<file path="src/rtl/llc_sched_pkg.sv">
// Shared encodings for the LLC command scheduler: command and FSM enums, the queued request record
// and the per-port legality checks.
package llc_sched_pkg;

  localparam int CMDSIZE   = 4;
  localparam int ADDR_BITS = 32;

  typedef enum logic [CMDSIZE-1:0] {
    CMD_RD_DATA = 4'd0,
    CMD_WR_DATA = 4'd1,
    CMD_RD_INST = 4'd2,
    CMD_SNP_RD  = 4'd3,
    CMD_SNP_WR  = 4'd4,
    CMD_SNP_RFO = 4'd5,
    CMD_SNP_INV = 4'd6,
    CMD_CLEAR   = 4'd8,
    CMD_PRINT   = 4'd9
  } cmd_e;

  typedef enum logic [1:0] {
    ST_IDLE  = 2'd0,
    ST_ISSUE = 2'd1,
    ST_WAIT  = 2'd2,
    ST_DRAIN = 2'd3
  } state_e;

  typedef struct packed {
    logic [CMDSIZE-1:0]   cmd;
    logic [ADDR_BITS-1:0] addr;
  } req_t;

  localparam int REQ_W = $bits(req_t);

  function automatic logic is_cpu_cmd(input logic [CMDSIZE-1:0] c);
    return (c == CMD_RD_DATA) || (c == CMD_WR_DATA) || (c == CMD_RD_INST) ||
           (c == CMD_CLEAR)   || (c == CMD_PRINT);
  endfunction

  function automatic logic is_snp_cmd(input logic [CMDSIZE-1:0] c);
    return (c == CMD_SNP_RD) || (c == CMD_SNP_WR) || (c == CMD_SNP_RFO) || (c == CMD_SNP_INV);
  endfunction

  // CLEAR and PRINT carry no address; the LLC sees zero for them.
  function automatic logic has_no_addr(input logic [CMDSIZE-1:0] c);
    return (c == CMD_CLEAR) || (c == CMD_PRINT);
  endfunction

endpackage

</file>
<file path="src/rtl/llc_req_fifo.sv">
// Synchronous request FIFO; head visible the cycle after a push, full reflects pre-pop occupancy.
// Pushes while full and pops while empty are ignored.
module llc_req_fifo #(
  parameter int DEPTH = 4,
  parameter int WIDTH = 8
) (
  input  logic             clk,
  input  logic             rst,
  input  logic             push,
  input  logic [WIDTH-1:0] din,
  input  logic             pop,
  output logic [WIDTH-1:0] dout,
  output logic             empty,
  output logic             full
);

  localparam int AW = $clog2(DEPTH);

  logic [WIDTH-1:0] mem [DEPTH];
  logic [AW-1:0]    rd_ptr;
  logic [AW-1:0]    wr_ptr;
  logic [AW:0]      count;
  logic             do_push;
  logic             do_pop;

  assign empty   = (count == '0);
  assign full    = (count == (AW+1)'(DEPTH));
  assign do_push = push && !full;
  assign do_pop  = pop && !empty;
  assign dout    = mem[rd_ptr];

  always_ff @(posedge clk) begin
    if (do_push) mem[wr_ptr] <= din;
  end

  always_ff @(posedge clk or posedge rst) begin
    if (rst) begin
      rd_ptr <= '0;
      wr_ptr <= '0;
      count  <= '0;
    end else begin
      if (do_push) wr_ptr <= wr_ptr + AW'(1);
      if (do_pop)  rd_ptr <= rd_ptr + AW'(1);
      case ({do_push, do_pop})
        2'b10:   count <= count + (AW+1)'(1);
        2'b01:   count <= count - (AW+1)'(1);
        default: count <= count;
      endcase
    end
  end

endmodule

</file>
<file path="src/rtl/llc_cmd_scheduler.sv">
// Snoop-priority CPU/snoop command scheduler feeding the LLC one command at a time; push at edge N
// issues from edge N+1. Optional grant/error counters under LLC_SCHED_STATS_EN.
module llc_cmd_scheduler
  import llc_sched_pkg::*;
#(
  parameter int FIFO_DEPTH    = 4,
  parameter int SNP_BURST_MAX = 4
) (
  input  logic                 clk,
  input  logic                 rst,
  input  logic                 cpu_valid,
  output logic                 cpu_ready,
  input  logic [CMDSIZE-1:0]   cpu_cmd,
  input  logic [ADDR_BITS-1:0] cpu_addr,
  input  logic                 snp_valid,
  output logic                 snp_ready,
  input  logic [CMDSIZE-1:0]   snp_cmd,
  input  logic [ADDR_BITS-1:0] snp_addr,
  output logic                 llc_valid,
  input  logic                 llc_ready,
  output logic [CMDSIZE-1:0]   llc_cmd,
  output logic [ADDR_BITS-1:0] llc_addr,
  input  logic                 llc_done,
  output logic                 cmd_err,
  output logic                 busy
`ifdef LLC_SCHED_STATS_EN
  ,
  output logic [31:0]          cpu_grants,
  output logic [31:0]          snp_grants,
  output logic [31:0]          err_count
`endif
);

  localparam int BW = $clog2(SNP_BURST_MAX + 1);

  state_e        state;
  state_e        ret_state;
  logic          draining;
  logic          cur_src_cpu;
  logic [BW-1:0] burst_cnt;
  logic          burst_hit;

  req_t cpu_in, snp_in, cpu_head, snp_head, win;
  logic cpu_empty, cpu_full, snp_empty, snp_full;
  logic cpu_hs, snp_hs, cpu_push, snp_push;
  logic pick_cpu, pick_snp, go_drain;

  // The snoop port stays closed for the whole drain sequence so CLEAR is not starved.
  assign cpu_ready = !cpu_full;
  assign snp_ready = !snp_full && !draining;

  assign cpu_hs   = cpu_valid && cpu_ready;
  assign snp_hs   = snp_valid && snp_ready;
  assign cpu_push = cpu_hs && is_cpu_cmd(cpu_cmd);
  assign snp_push = snp_hs && is_snp_cmd(snp_cmd);
  assign cpu_in   = {cpu_cmd, cpu_addr};
  assign snp_in   = {snp_cmd, snp_addr};

  llc_req_fifo #(.DEPTH(FIFO_DEPTH), .WIDTH(REQ_W)) u_cpu_fifo (
    .clk   (clk),
    .rst   (rst),
    .push  (cpu_push),
    .din   (cpu_in),
    .pop   (pick_cpu),
    .dout  (cpu_head),
    .empty (cpu_empty),
    .full  (cpu_full)
  );

  llc_req_fifo #(.DEPTH(FIFO_DEPTH), .WIDTH(REQ_W)) u_snp_fifo (
    .clk   (clk),
    .rst   (rst),
    .push  (snp_push),
    .din   (snp_in),
    .pop   (pick_snp),
    .dout  (snp_head),
    .empty (snp_empty),
    .full  (snp_full)
  );

  assign burst_hit = (burst_cnt == BW'(SNP_BURST_MAX));
  assign win       = pick_cpu ? cpu_head : snp_head;
  assign ret_state = draining ? ST_DRAIN : ST_IDLE;
  assign busy      = (state != ST_IDLE) || !cpu_empty || !snp_empty;

  always_comb begin
    pick_cpu = 1'b0;
    pick_snp = 1'b0;
    go_drain = 1'b0;
    if (state == ST_IDLE) begin
      if (!snp_empty && !(!cpu_empty && burst_hit)) begin
        pick_snp = 1'b1;
      end else if (!cpu_empty) begin
        if ((cpu_head.cmd == CMD_CLEAR) && !snp_empty) go_drain = 1'b1;
        else                                           pick_cpu = 1'b1;
      end
    end else if (state == ST_DRAIN) begin
      // Only CLEAR can be at the CPU head here; it goes once snoops are gone.
      if (!snp_empty)      pick_snp = 1'b1;
      else if (!cpu_empty) pick_cpu = 1'b1;
    end
  end

  always_ff @(posedge clk or posedge rst) begin
    if (rst) begin
      state       <= ST_IDLE;
      llc_valid   <= 1'b0;
      llc_cmd     <= '0;
      llc_addr    <= '0;
      cmd_err     <= 1'b0;
      draining    <= 1'b0;
      cur_src_cpu <= 1'b0;
      burst_cnt   <= '0;
    end else begin
      cmd_err <= (cpu_hs && !is_cpu_cmd(cpu_cmd)) || (snp_hs && !is_snp_cmd(snp_cmd));

      if (cpu_empty || pick_cpu)               burst_cnt <= '0;
      else if (pick_snp && !burst_hit)         burst_cnt <= burst_cnt + BW'(1);

      case (state)
        ST_IDLE, ST_DRAIN: begin
          if (pick_cpu || pick_snp) begin
            state       <= ST_ISSUE;
            llc_valid   <= 1'b1;
            llc_cmd     <= win.cmd;
            llc_addr    <= has_no_addr(win.cmd) ? '0 : win.addr;
            cur_src_cpu <= pick_cpu;
            if (pick_cpu) draining <= 1'b0;
          end else if (go_drain) begin
            state    <= ST_DRAIN;
            draining <= 1'b1;
          end
        end
        ST_ISSUE: begin
          if (llc_ready) begin
            llc_valid <= 1'b0;
            state     <= llc_done ? ret_state : ST_WAIT;
          end
        end
        ST_WAIT: begin
          if (llc_done) state <= ret_state;
        end
        default: state <= ST_IDLE;
      endcase
    end
  end

`ifdef LLC_SCHED_STATS_EN
  always_ff @(posedge clk or posedge rst) begin
    if (rst) begin
      cpu_grants <= '0;
      snp_grants <= '0;
      err_count  <= '0;
    end else begin
      if (state == ST_ISSUE && llc_ready) begin
        if (cur_src_cpu) begin
          if (cpu_grants != '1) cpu_grants <= cpu_grants + 32'd1;
        end else if (snp_grants != '1) begin
          snp_grants <= snp_grants + 32'd1;
        end
      end
      if (cmd_err && err_count != '1) err_count <= err_count + 32'd1;
    end
  end
`endif

endmodule

</file>
<file path="config.mk">
export PLATFORM = sky130hd
export DESIGN_NAME = llc_cmd_scheduler
export DESIGN_NICKNAME = d
export VERILOG_FILES = /design/src/rtl/llc_sched_pkg.sv /design/src/rtl/llc_req_fifo.sv /design/src/rtl/llc_cmd_scheduler.sv
export SDC_FILE = /design/constraint.sdc
export NUM_CORES = 1
export LEC_CHECK = 0
export BUFFER_PORTS_ARGS = -buffer_cell sky130_fd_sc_hd__buf_2
export CORE_MARGIN = 10
export CORE_UTILIZATION = 45
export DETAILED_ROUTE_END_ITERATION = 6
export PLACE_DENSITY = 0.59
export SYNTH_ARGS = -nofsm -noshare
export SYNTH_HDL_FRONTEND = slang
export SYNTH_SLANG_ARGS = --single-unit
</file>
<file path="constraint.sdc">
create_clock -name clk -period 3.7 [get_ports clk]
set_input_delay 0.185 -clock clk [delete_from_list [all_inputs] [get_ports clk]]
set_output_delay 0.185 -clock clk [all_outputs]
set_load 0.01 [all_outputs]
</file>
======== Yosys cells after proc, flatten, opt, wreduce, memory -nomap -nowiden ========
Memories as Yosys holds them, arrays and structs flattened.
Cells that the tools add are included.
word-level totals
  bits in registers ....................... 58
  memory bits (writable) .................. 288
  bits of input ports ..................... 78
  output and inout port bits .............. 41
  logic and storage cells ................. 140
  memories kept ........................... 2
memory list
  memory          words  bits a word  rd ports  clocked after memory_dff  wr ports  line                source
  u_cpu_fifo.mem  4      36           1         0                         1         llc_req_fifo.sv:19  logic [WIDTH-1:0] mem [DEPTH];
  u_snp_fifo.mem  4      36           1         0                         1         llc_req_fifo.sv:19
cells by class
  $add $sub $neg .......................... 9
  equal/unequal tests ..................... 26
  mux-type cells .......................... 38
  reductions and logical operators ........ 52
operators by type and width
  cell                                                 count
  two-way mux 36 bit                                   1
  two-way mux 32 bit                                   1
  two-way mux 1 bit                                    24
  equality test 4 bit, second input constant           5
  logical AND 1 bit                                    15
  logical OR 1 bit                                     13
  equality test 4 x 3 -> 1 bit, second input constant  3
  two-way mux 2 bit                                    6
  one-hot mux 3 bit (2 select lines)                   2
  nonzero test 2 bit                                   6
  adder 3 x 1 -> 3 bit, second input constant          3
  equality test 3 bit, second input constant           3
  zero test 1 bit                                      9
  AND reduction 3 bit                                  3
  adder 2 x 1 -> 2 bit, second input constant          4
  equality test 2 bit, second input constant           4
  equality test 4 x 2 -> 1 bit, second input constant  2
  inequality test 2 bit, second input constant         4
  equality test 2 x 1 -> 1 bit, second input constant  3
  zero test 3 bit                                      2
  two-way mux 3 bit                                    2
  one-hot mux 2 bit (3 select lines)                   1
  subtractor 3 x 1 -> 3 bit, second input constant     2
  equality test 4 x 1 -> 1 bit, second input constant  1
  6 further kinds                                      6

======== Depth between registers and ports, before layout ========
Gate-level depths: netlist of the first run.
  depth after elaboration ................. 11
  gate-level depth with buffers ........... 12
  depth with buffers taken out ............ 12

======== By module ========
A second synthesis of the first run with hierarchy kept.
second synthesis, totals
  cells, all modules ...................... 723
  area total of the unflattened synthesis .. 13802.0 µm²
modules (own cells, without submodules)
  module             instances  cells an instance  area each (µm²)  sequential area each (µm²)
  llc_req_fifo       2          226                5639.2           4499.3
  llc_cmd_scheduler  1          271                2523.7           1101.1

======== Worst setup path before layout of the first run ========
No wires, ideal clock.
  path type ............................... register -> register
  start ................................... register state[0]
  end ..................................... register u_cpu_fifo.count[2]
  library setup time ...................... 0.079 ns
  data arrival time ....................... 2.880 ns
  data required time ...................... 3.621 ns
  path slack .............................. 0.740 ns
  stages on the path, launching flop included .. 13
  path buffers ............................ 0
  clock period less this slack ............ 2.960 ns
  cell sequence ........................... dfrtp_1 > inv_1 > ha_1 > or4b_2 > a31oi_4 > o21ai_4 > inv_1 > ha_1 > inv_1 > fa_1 > xor2_1 > nor2_1 > xor2_1
between the ends
  word-level cells in the longest chain between the ends .. 6
  elaborated cells on any way between the ends .. 9
  those cells by class .................... 3 x eq/ne; 3 x mux; 3 x reduce/logical
RTL lines
  what                                                                             line                      source
  start, declared                                                                  llc_cmd_scheduler.sv:36   state_e state;
  start signal, assigned                                                           llc_cmd_scheduler.sv:137  state <= llc_done ? ret_state : ST_WAIT;
  start signal, assigned                                                           llc_cmd_scheduler.sv:141  if (llc_done) state <= ret_state;
  equality test 2 bit                                                              llc_cmd_scheduler.sv:97   end else if (state == ST_DRAIN) begin
  two-way mux 1 bit                                                                llc_cmd_scheduler.sv:97
  two-way mux 1 bit (*)                                                            llc_cmd_scheduler.sv:90   if (state == ST_IDLE) begin
  logical AND 1 bit (*)                                                            llc_req_fifo.sv:29        assign do_pop = pop && !empty;
  named net u_cpu_fifo.do_pop                                                      llc_req_fifo.sv:24        logic do_pop;
  equality test 2 x 1 -> 1 bit / equality test 2 bit (equally long branches)       llc_req_fifo.sv:44        case ({do_push, do_pop})
  one-hot mux 3 bit (2 select lines) / nonzero test 2 bit (equally long branches)  -
  end signal, assigned                                                             llc_req_fifo.sv:45        2'b10: count <= count + (AW+1)'(1);
  end signal, assigned                                                             llc_req_fifo.sv:46        2'b01: count <= count - (AW+1)'(1);
  end signal, assigned                                                             llc_req_fifo.sv:47        default: count <= count;
  end, declared                                                                    llc_req_fifo.sv:22        logic [AW:0] count;
The timed path passes the listed nets; every way through them passes the cells marked *.
A chain may end at the register's enable or synchronous reset.

======== Worst setup path in the final report of the first run ========
  start ................................... register state[1]
  end ..................................... register llc_addr[1]
between the ends
  word-level cells in the longest chain between the ends .. 7
  elaborated cells on any way between the ends .. 14
  those cells by class .................... 3 x eq/ne; 6 x mux; 5 x reduce/logical
RTL lines
  what                  line                                               source
  equality test 2 bit   llc_cmd_scheduler.sv:97, llc_cmd_scheduler.sv:120
  two-way mux 1 bit     llc_cmd_scheduler.sv:97
  two-way mux 1 bit     llc_cmd_scheduler.sv:90
  two-way mux 36 bit    llc_cmd_scheduler.sv:82                            assign win = pick_cpu ? cpu_head : snp_head;
  equality test 4 bit   llc_sched_pkg.sv:45                                return (c == CMD_CLEAR) || (c == CMD_PRINT);
  logical OR 1 bit      llc_sched_pkg.sv:45
  two-way mux 32 bit    llc_cmd_scheduler.sv:126                           llc_addr <= has_no_addr(win.cmd) ? '0 : win.addr;
  end signal, assigned  llc_cmd_scheduler.sv:126
  end, declared         llc_cmd_scheduler.sv:22                            output logic [ADDR_BITS-1:0] llc_addr,
Parallel ways exist; a longest one is shown, timed or not.

==> impl_metrics.tcl, run 1 <==
set metrics [dict create \
    fin_crit_ps 3160 \
    drcViolationCount 0 \
    synth_warnings 0 \
    synth_seq_cells 346 \
    final_cells 1370 \
    setup_slack_ps 541 \
    cpPeakStageDelay_ps 670 \
    async_flop_share_pct 16.8 \
    cts_tree "done" \
    utilization_pct 55.6 \
    gp_congestion 0.849 \
    ctsRootBufferMaster "clkbuf_16" \
    portBuffers 118 \
    cp_num_buf_inv 3 \
    path_cells "inv_1 -> ha_1 -> or4b_2 -> a31oi_4 -> buf_4 -> a22o_1 -> buf_4 -> o21ai_0 -> mux2_2" \
    cts.sinks 346 \
    wl_met3_mm 1.70 \
    synth_top_area_share_pct 62.3 \
    vias 7430 \
    crit_family "buffers and inverters" \
    syn-cell-area_um2 13900 \
    r2r_slack_ps 540 \
    r2r-end "llc_addr[1]$_DFFE_PP0P_" \
    synth-edff-count 288 \
    drive_above_1_share_pct 31.5 \
    drt_iter0_drc 495 \
    ioPinCount 119 \
    cts_htree_levels 2 \
    vias_per_cell 5.42 \
    ant_nets 0 \
    fmax_mhz 317 \
    slew_headroom_pct 37.7 \
    dieArea_um2 38300 \
    clk_latency_ps 510 \
    critPathLaunchType "register" \
    wl_met1_mm 12.4 \
    antenna_found_initial 0 \
    pre_cts_ws_ps 582 \
    crit_arrival_ps 3540 \
    synth_top_family_by_area "multiplexers" \
    die_w_um 196 \
    fp.dieH_um 196 \
    syn_avg_cell_area_um2 19.1 \
    yosys.area_share.simple_pct 2.95 \
    hold_slack_ps 47.2 \
    crit_path_end_kind "register" \
    ir_drop_mv 0.472 \
    seq_area_frac_synth_pct 72.7 \
    yosys.area.top_type "edfxtp_1" \
    synth_area_leaders "edfxtp_1 (62%), mux4_2 (12%), dfrtp_1 (10%)" \
    areaGrowthSynthToFinish_pct 22.0 \
    crit_cells 9 \
    syn_nets 825 \
    rsz0062_at_grt "no" \
    worstPathMaxFanout 36 \
    postPlaceCellArea_um2 15000 \
    cts_made_buffers 38 \
    synth_mux_area_share_pct 15.7 \
    initial_core_util_pct 45.5 \
    endpoint "llc_addr[1]$_DFFE_PP0P_" \
    antennaDiodeCount 0 \
    worstSetupPathType "register to register" \
    synth_compound_area_share_pct 4.14 \
    routedWlPerCell_um 22.2 \
    p_total_mw 13.3 \
    r2r_cells 9 \
    p_leak_nw 6.07 \
    worst_clock_skew_ps 20.4 \
    drt_pass1_iterations 5 \
    grt_pass1_vias 8026 \
    tightestPinTransition_ps 933 \
    status "completed" \
    maxUsedRoutingLayer "met4" \
    cp.required_ps 4080 \
    clockBufferDepth 3 \
    synthCells 729 \
    dp_cells 1228 \
    synthAdderAreaFrac_pct 1.73 \
    hold_path_class "input pin to register" \
    grtUsageTotal_pct 15.8 \
    finalHoldViolations 0 \
    period_share_pct 85.4 \
    ys.flop_type "edfxtp_1" \
    slew_viol_final 0 \
    synthXorXnorAreaFrac_pct 0.946 \
    setup_violations 0 \
    grt_pass1_wl_mm 47.3 \
    rows 64 \
    globalRouteOverflowTotal 0 \
    fin_area_um2 16900 \
    crit_path_start "state[1]$_DFFE_PP0P_" \
    coreArea_um2 30500 \
    ys_types 42 \
    hpwl_mm 20.0 \
    route.met2.wl_mm 15.7 \
    critPathMostFrequentCell "buf_4" \
    wl_mm 30.4 \
    finalNetCount 1042 \
    powerDensity_nw_per_um2 785 \
    clk_pin_slew_worst_paths_ps 60 \
    cp_slowest_cell "or4b_2" \
    rr_startpoint "state[1]$_DFFE_PP0P_" \
    tns_ps 0 \
    grt_max_degree 40 \
    drv_cap 0 \
]
layout make-up:
| class | instances | area [µm²] |
|---|---|---|
| timing repair buffer | 213 | 1500 |
| clock inverter | 14 | 191 |
| sequential | 346 | 10100 |
| multi-input combinational | 324 | 3540 |
| tap | 396 | 495 |
| fill | 2395 | 13600 |
| inverter | 23 | 86.3 |
| clock buffer | 54 | 1030 |
repair_timing:
item                                    in CTS  in global routing
endpoints found under the hold margin      327                  0
hold buffers                                74                  0
resized for setup                            0                  0
buffers inserted                             0                  0
endpoints found under the setup margin       0                  0
cells in the mapped netlist, types with 8 or more instances:
master and count:
mux2_4 29, inv_1 23, mux4_2 72, mux2_2 8, and2_1 8, nand2_1 14, nand3_1 37, dfrtp_1 58
nor2_1 13, ha_1 16, edfxtp_1 288, o21ai_0 68, xnor2_1 9, clkbuf_1 28
logic make-up after synthesis:
kind of cell	count (synthesis)
AO/OA/AOI/OAI	96
XOR/XNOR	15
adder cells (fa/ha/maj)	18
buffers and inverters	59
flip-flops	346
multiplexers	112
AND/OR/NAND/NOR	83
tightest hold or removal path, cell delays in order:
cell and delay, ps:
buf_2 130, o31ai_1 80, o2bb2ai_1 110
where the power goes:
group / total (mW) / switching [mW] / internal, mW
Sequential: 5.25 / 0.455 / 4.79
Combinational: 4.36 / 2.21 / 2.15
Clock: 3.69 / 1.40 / 2.29
placed cells by master, fill, tap and decap left out, types with 3 or more instances in the layout:
master	instances
a21oi_1	6
nor2_1	13
edfxtp_1	288
mux2_4	29
buf_4	20
xnor2_1	9
inv_1	22
nand3_1	37
ha_1	16
clkbuf_1	15
nand2_1	14
clkinv_1	6
dfrtp_1	56
a22o_1	5
buf_2	118
xor2_1	6
bufinv_16	5
clkbuf_16	39
a31oi_1	3
nor3_1	5
mux2_2	8
mux2i_1	3
dlygate4sd3_1	74
and2_1	8
o21ai_0	68
mux4_2	72
flip-flops by register name, indices dropped and copies added, names as in the netlist:
signal / count
burst_cnt: 3
llc_addr: 32
u_cpu_fifo.rd_ptr: 2
u_snp_fifo.mem: 144
draining: 1
u_cpu_fifo.mem: 144
u_snp_fifo.wr_ptr: 2
u_snp_fifo.count: 3
cmd_err: 1
llc_valid: 1
u_cpu_fifo.wr_ptr: 2
state: 2
u_snp_fifo.rd_ptr: 2
llc_cmd: 4
u_cpu_fifo.count: 3
how the worst min path moves through the flow:
| stage | cells after the start | endpoint | startpoint | slack (ps) |
|---|---|---|---|---|
| 3_5_place_dp | 1 | u_snp_fifo.mem[1][1]$_DFFE_PP_ | snp_addr[1] | 400 |
| 5_1_grt | 3 | llc_valid$_DFFE_PP0P_ | llc_ready | 40 |
| 2_1_floorplan | 0 | u_cpu_fifo.mem[0][0]$_DFFE_PP_ | cpu_addr[0] | 280 |
| 3_3_place_gp | 1 | u_snp_fifo.mem[1][4]$_DFFE_PP_ | snp_addr[4] | 390 |
| 6_report | 3 | llc_valid$_DFFE_PP0P_ | llc_ready | 50 |
| 4_1_cts | 3 | llc_valid$_DFFE_PP0P_ | llc_ready | 20 |
routing by layer:
metal	global-route usage (%)	vias to the layer above
met2	27.2	231
met5	0	-
met4	4.07	0
met1	19.9	3811
li1	-	3340
met3	3.15	48
Power figures use the tool's default switching activity.
==> run 2: changes to the inputs <==
==> constraint.sdc (replaced) <==
create_clock -name clk -period 4 [get_ports clk]
set_input_delay 0.4 -clock clk [delete_from_list [all_inputs] [get_ports clk]]
set_output_delay 0.4 -clock clk [all_outputs]
set_load 0.01 [all_outputs]
==> run 2 against run 1 <==
Setup slack improved by 280 ps. Largest cell class unchanged. Clock skew down 11 ps. Die area did not move. Critical endpoint is now llc_addr[15]$_DFFE_PP0P_. Wire length down 2.2%. Total power fell by 8.1%. Sequential power is 7.4% lower. Clock power is 5.7% lower.
==> impl_metrics.tcl, run 2 (same netlist as run 1, synthesis figures left out) <==
set metrics [dict create \
    status "completed" \
    r2r_cells 9 \
    layout_commonest_cell "edfxtp_1" \
    r2r-end "llc_addr[15]$_DFFE_PP0P_" \
    ctsRootBufferMaster "clkbuf_16" \
    clockBufferDepth 3 \
    worst_clock_skew_ps 9.88 \
    vias_per_cell 5.43 \
    cts_tree "done" \
    p_leak_nw 5.76 \
    p_comb_share_pct 31.9 \
    grtUsageTotal_pct 15.3 \
    r2r_slack_ps 820 \
    setup_slack_ps 818 \
    clk_latency_ps 520 \
    globalRouteOverflowTotal 0 \
    p_seq_share_pct 39.7 \
    setup_violations 0 \
    cts_resized 0 \
    p_total_mw 12.2 \
    rows 64 \
    final_cells 1297 \
    drive_above_1_share_pct 35.1 \
    cts_made_buffers 38 \
    ir_drop_mv 0.464 \
    grt_pass1_wl_mm 45.8 \
    fin_crit_ps 3180 \
    drt_pass1_iterations 5 \
    ant_nets 0 \
    cp.required_ps 4390 \
    portBuffers 118 \
    powerDensity_nw_per_um2 753 \
    p_sw_mw 3.80 \
    clk_pin_slew_worst_paths_ps 60 \
    reg_top3 "u_cpu_fifo.mem x144, u_snp_fifo.mem x144, llc_addr x32" \
    worstSetupPathType "register to register" \
    initial_core_util_pct 45.5 \
    wl_mm 29.7 \
    finalHoldViolations 0 \
    coreArea_um2 30500 \
    dp_cells 1226 \
    worstPathMaxFanout 36 \
    hold_path_class "input pin to asynchronous set/reset pin" \
    p_clk_share_pct 28.4 \
    slew_headroom_pct 42.4 \
    areaGrowthSynthToFinish_pct 16.9 \
    grt_max_degree 38 \
    routedWlPerCell_um 22.9 \
    post_cts_buffers 0 \
    postPlaceCellArea_um2 15000 \
    crit_arrival_ps 3580 \
    grt_pass1_vias 7692 \
    p_int_mw 8.43 \
    final_cell_mix "edfxtp_1 (288), buf_2 (118), mux4_2 (72)" \
    fin_area_um2 16200 \
    drt_iter0_drc 397 \
    tightestPinTransition_ps 857 \
    dieArea_um2 38300 \
    tns_ps 0 \
    antenna_found_initial 3 \
    ioPinCount 119 \
    die_w_um 196 \
    gp_congestion 0.844 \
    cts_hold_buffers 0 \
    drcViolationCount 0 \
    vias 7039 \
    hpwl_mm 19.6 \
    finalNetCount 966 \
    critPathLaunchType "register" \
    power.share.switching_pct 31.1 \
    fmax_mhz 314 \
    cts_htree_levels 2 \
    rsz0062_at_grt "no" \
    pre_cts_ws_ps 895 \
    cts.sinks 346 \
    drv_cap 0 \
    rr_startpoint "state[1]$_DFFE_PP0P_" \
    slew_viol_final 0 \
    fp.dieH_um 196 \
    crit_path_end_kind "register" \
    period_share_pct 79.5 \
]
==> run 2: changes by cell type in the layout (fill, tap and decap cells not counted), moves of 2 or more <==
| cell | previous run | this run |
|---|---|---|
| clkbuf_1 | 15 | 7 |
| clkinv_4 | 0 | 3 |
| clkinv_8 | 0 | 2 |
| clkinvlp_4 | 0 | 4 |
| dlygate4sd3_1 | 74 | 0 |
==> run 2: worst max-delay path by stage <==
stage,from,end,slack (ps)
2_1_floorplan,state[0]$_DFFE_PP0P_,u_cpu_fifo.count[2]$_DFFE_PP0P_,1040
3_3_place_gp,state[0]$_DFFE_PP0P_,u_cpu_fifo.count[2]$_DFFE_PP0P_,960
3_5_place_dp,state[1]$_DFFE_PP0P_,llc_addr[15]$_DFFE_PP0P_,900
4_1_cts,state[0]$_DFFE_PP0P_,llc_addr[15]$_DFFE_PP0P_,870
5_1_grt,state[1]$_DFFE_PP0P_,llc_addr[15]$_DFFE_PP0P_,650
6_report,state[1]$_DFFE_PP0P_,llc_addr[15]$_DFFE_PP0P_,820
==> run 2: final cells by class <==
class | instances | area, µm²
diodes | 1 | 2.50
clock buffers | 47 | 1020
clock inverters | 23 | 260
fillers | 2378 | 14300
inverters | 23 | 86.3
multi-input cells | 324 | 3540
flip-flops and latches | 346 | 10100
well taps | 396 | 495
repair buffers | 137 | 733
==> run 2: critical path: stages (launching register included) <==
cell and delay, ps:
dfrtp_1 420, inv_1 100, ha_1 280, or4b_2 670, a31oi_4 260, buf_4 380, a22o_1 210, buf_4 290
o21ai_0 160, mux2_4 270
==> run 2: per-layer routing <==
metal	vias up	global-route usage, %	routed length, µm
met5	-	0	14
met4	4	3.82	481
met3	45	3.53	1700
met2	179	26.5	15400
met1	3631	19.0	12100
li1	3180	-	-
==> run 2: power by group through the flow <==
stage               clock [mW]  sequential, mW  combinational (mW)
floorplan                    0            4.79                2.92
global placement             0            4.90                3.87
detailed placement           0            4.93                3.96
CTS                       3.56            4.86                3.99
global route              3.72            4.92                4.26
finish                    3.48            4.86                3.90
==> run 2: metrics by stage <==
| stage | hold slack, ps | util, % |
|---|---|---|
| finish | 17.3 | 53.2 |
| global route | 65.4 | 53.2 |
| CTS | 22.6 | 53.2 |
| detailed placement | 492 | 49.0 |
| global placement | 483 | 49.0 |
| floorplan | 464 | - |
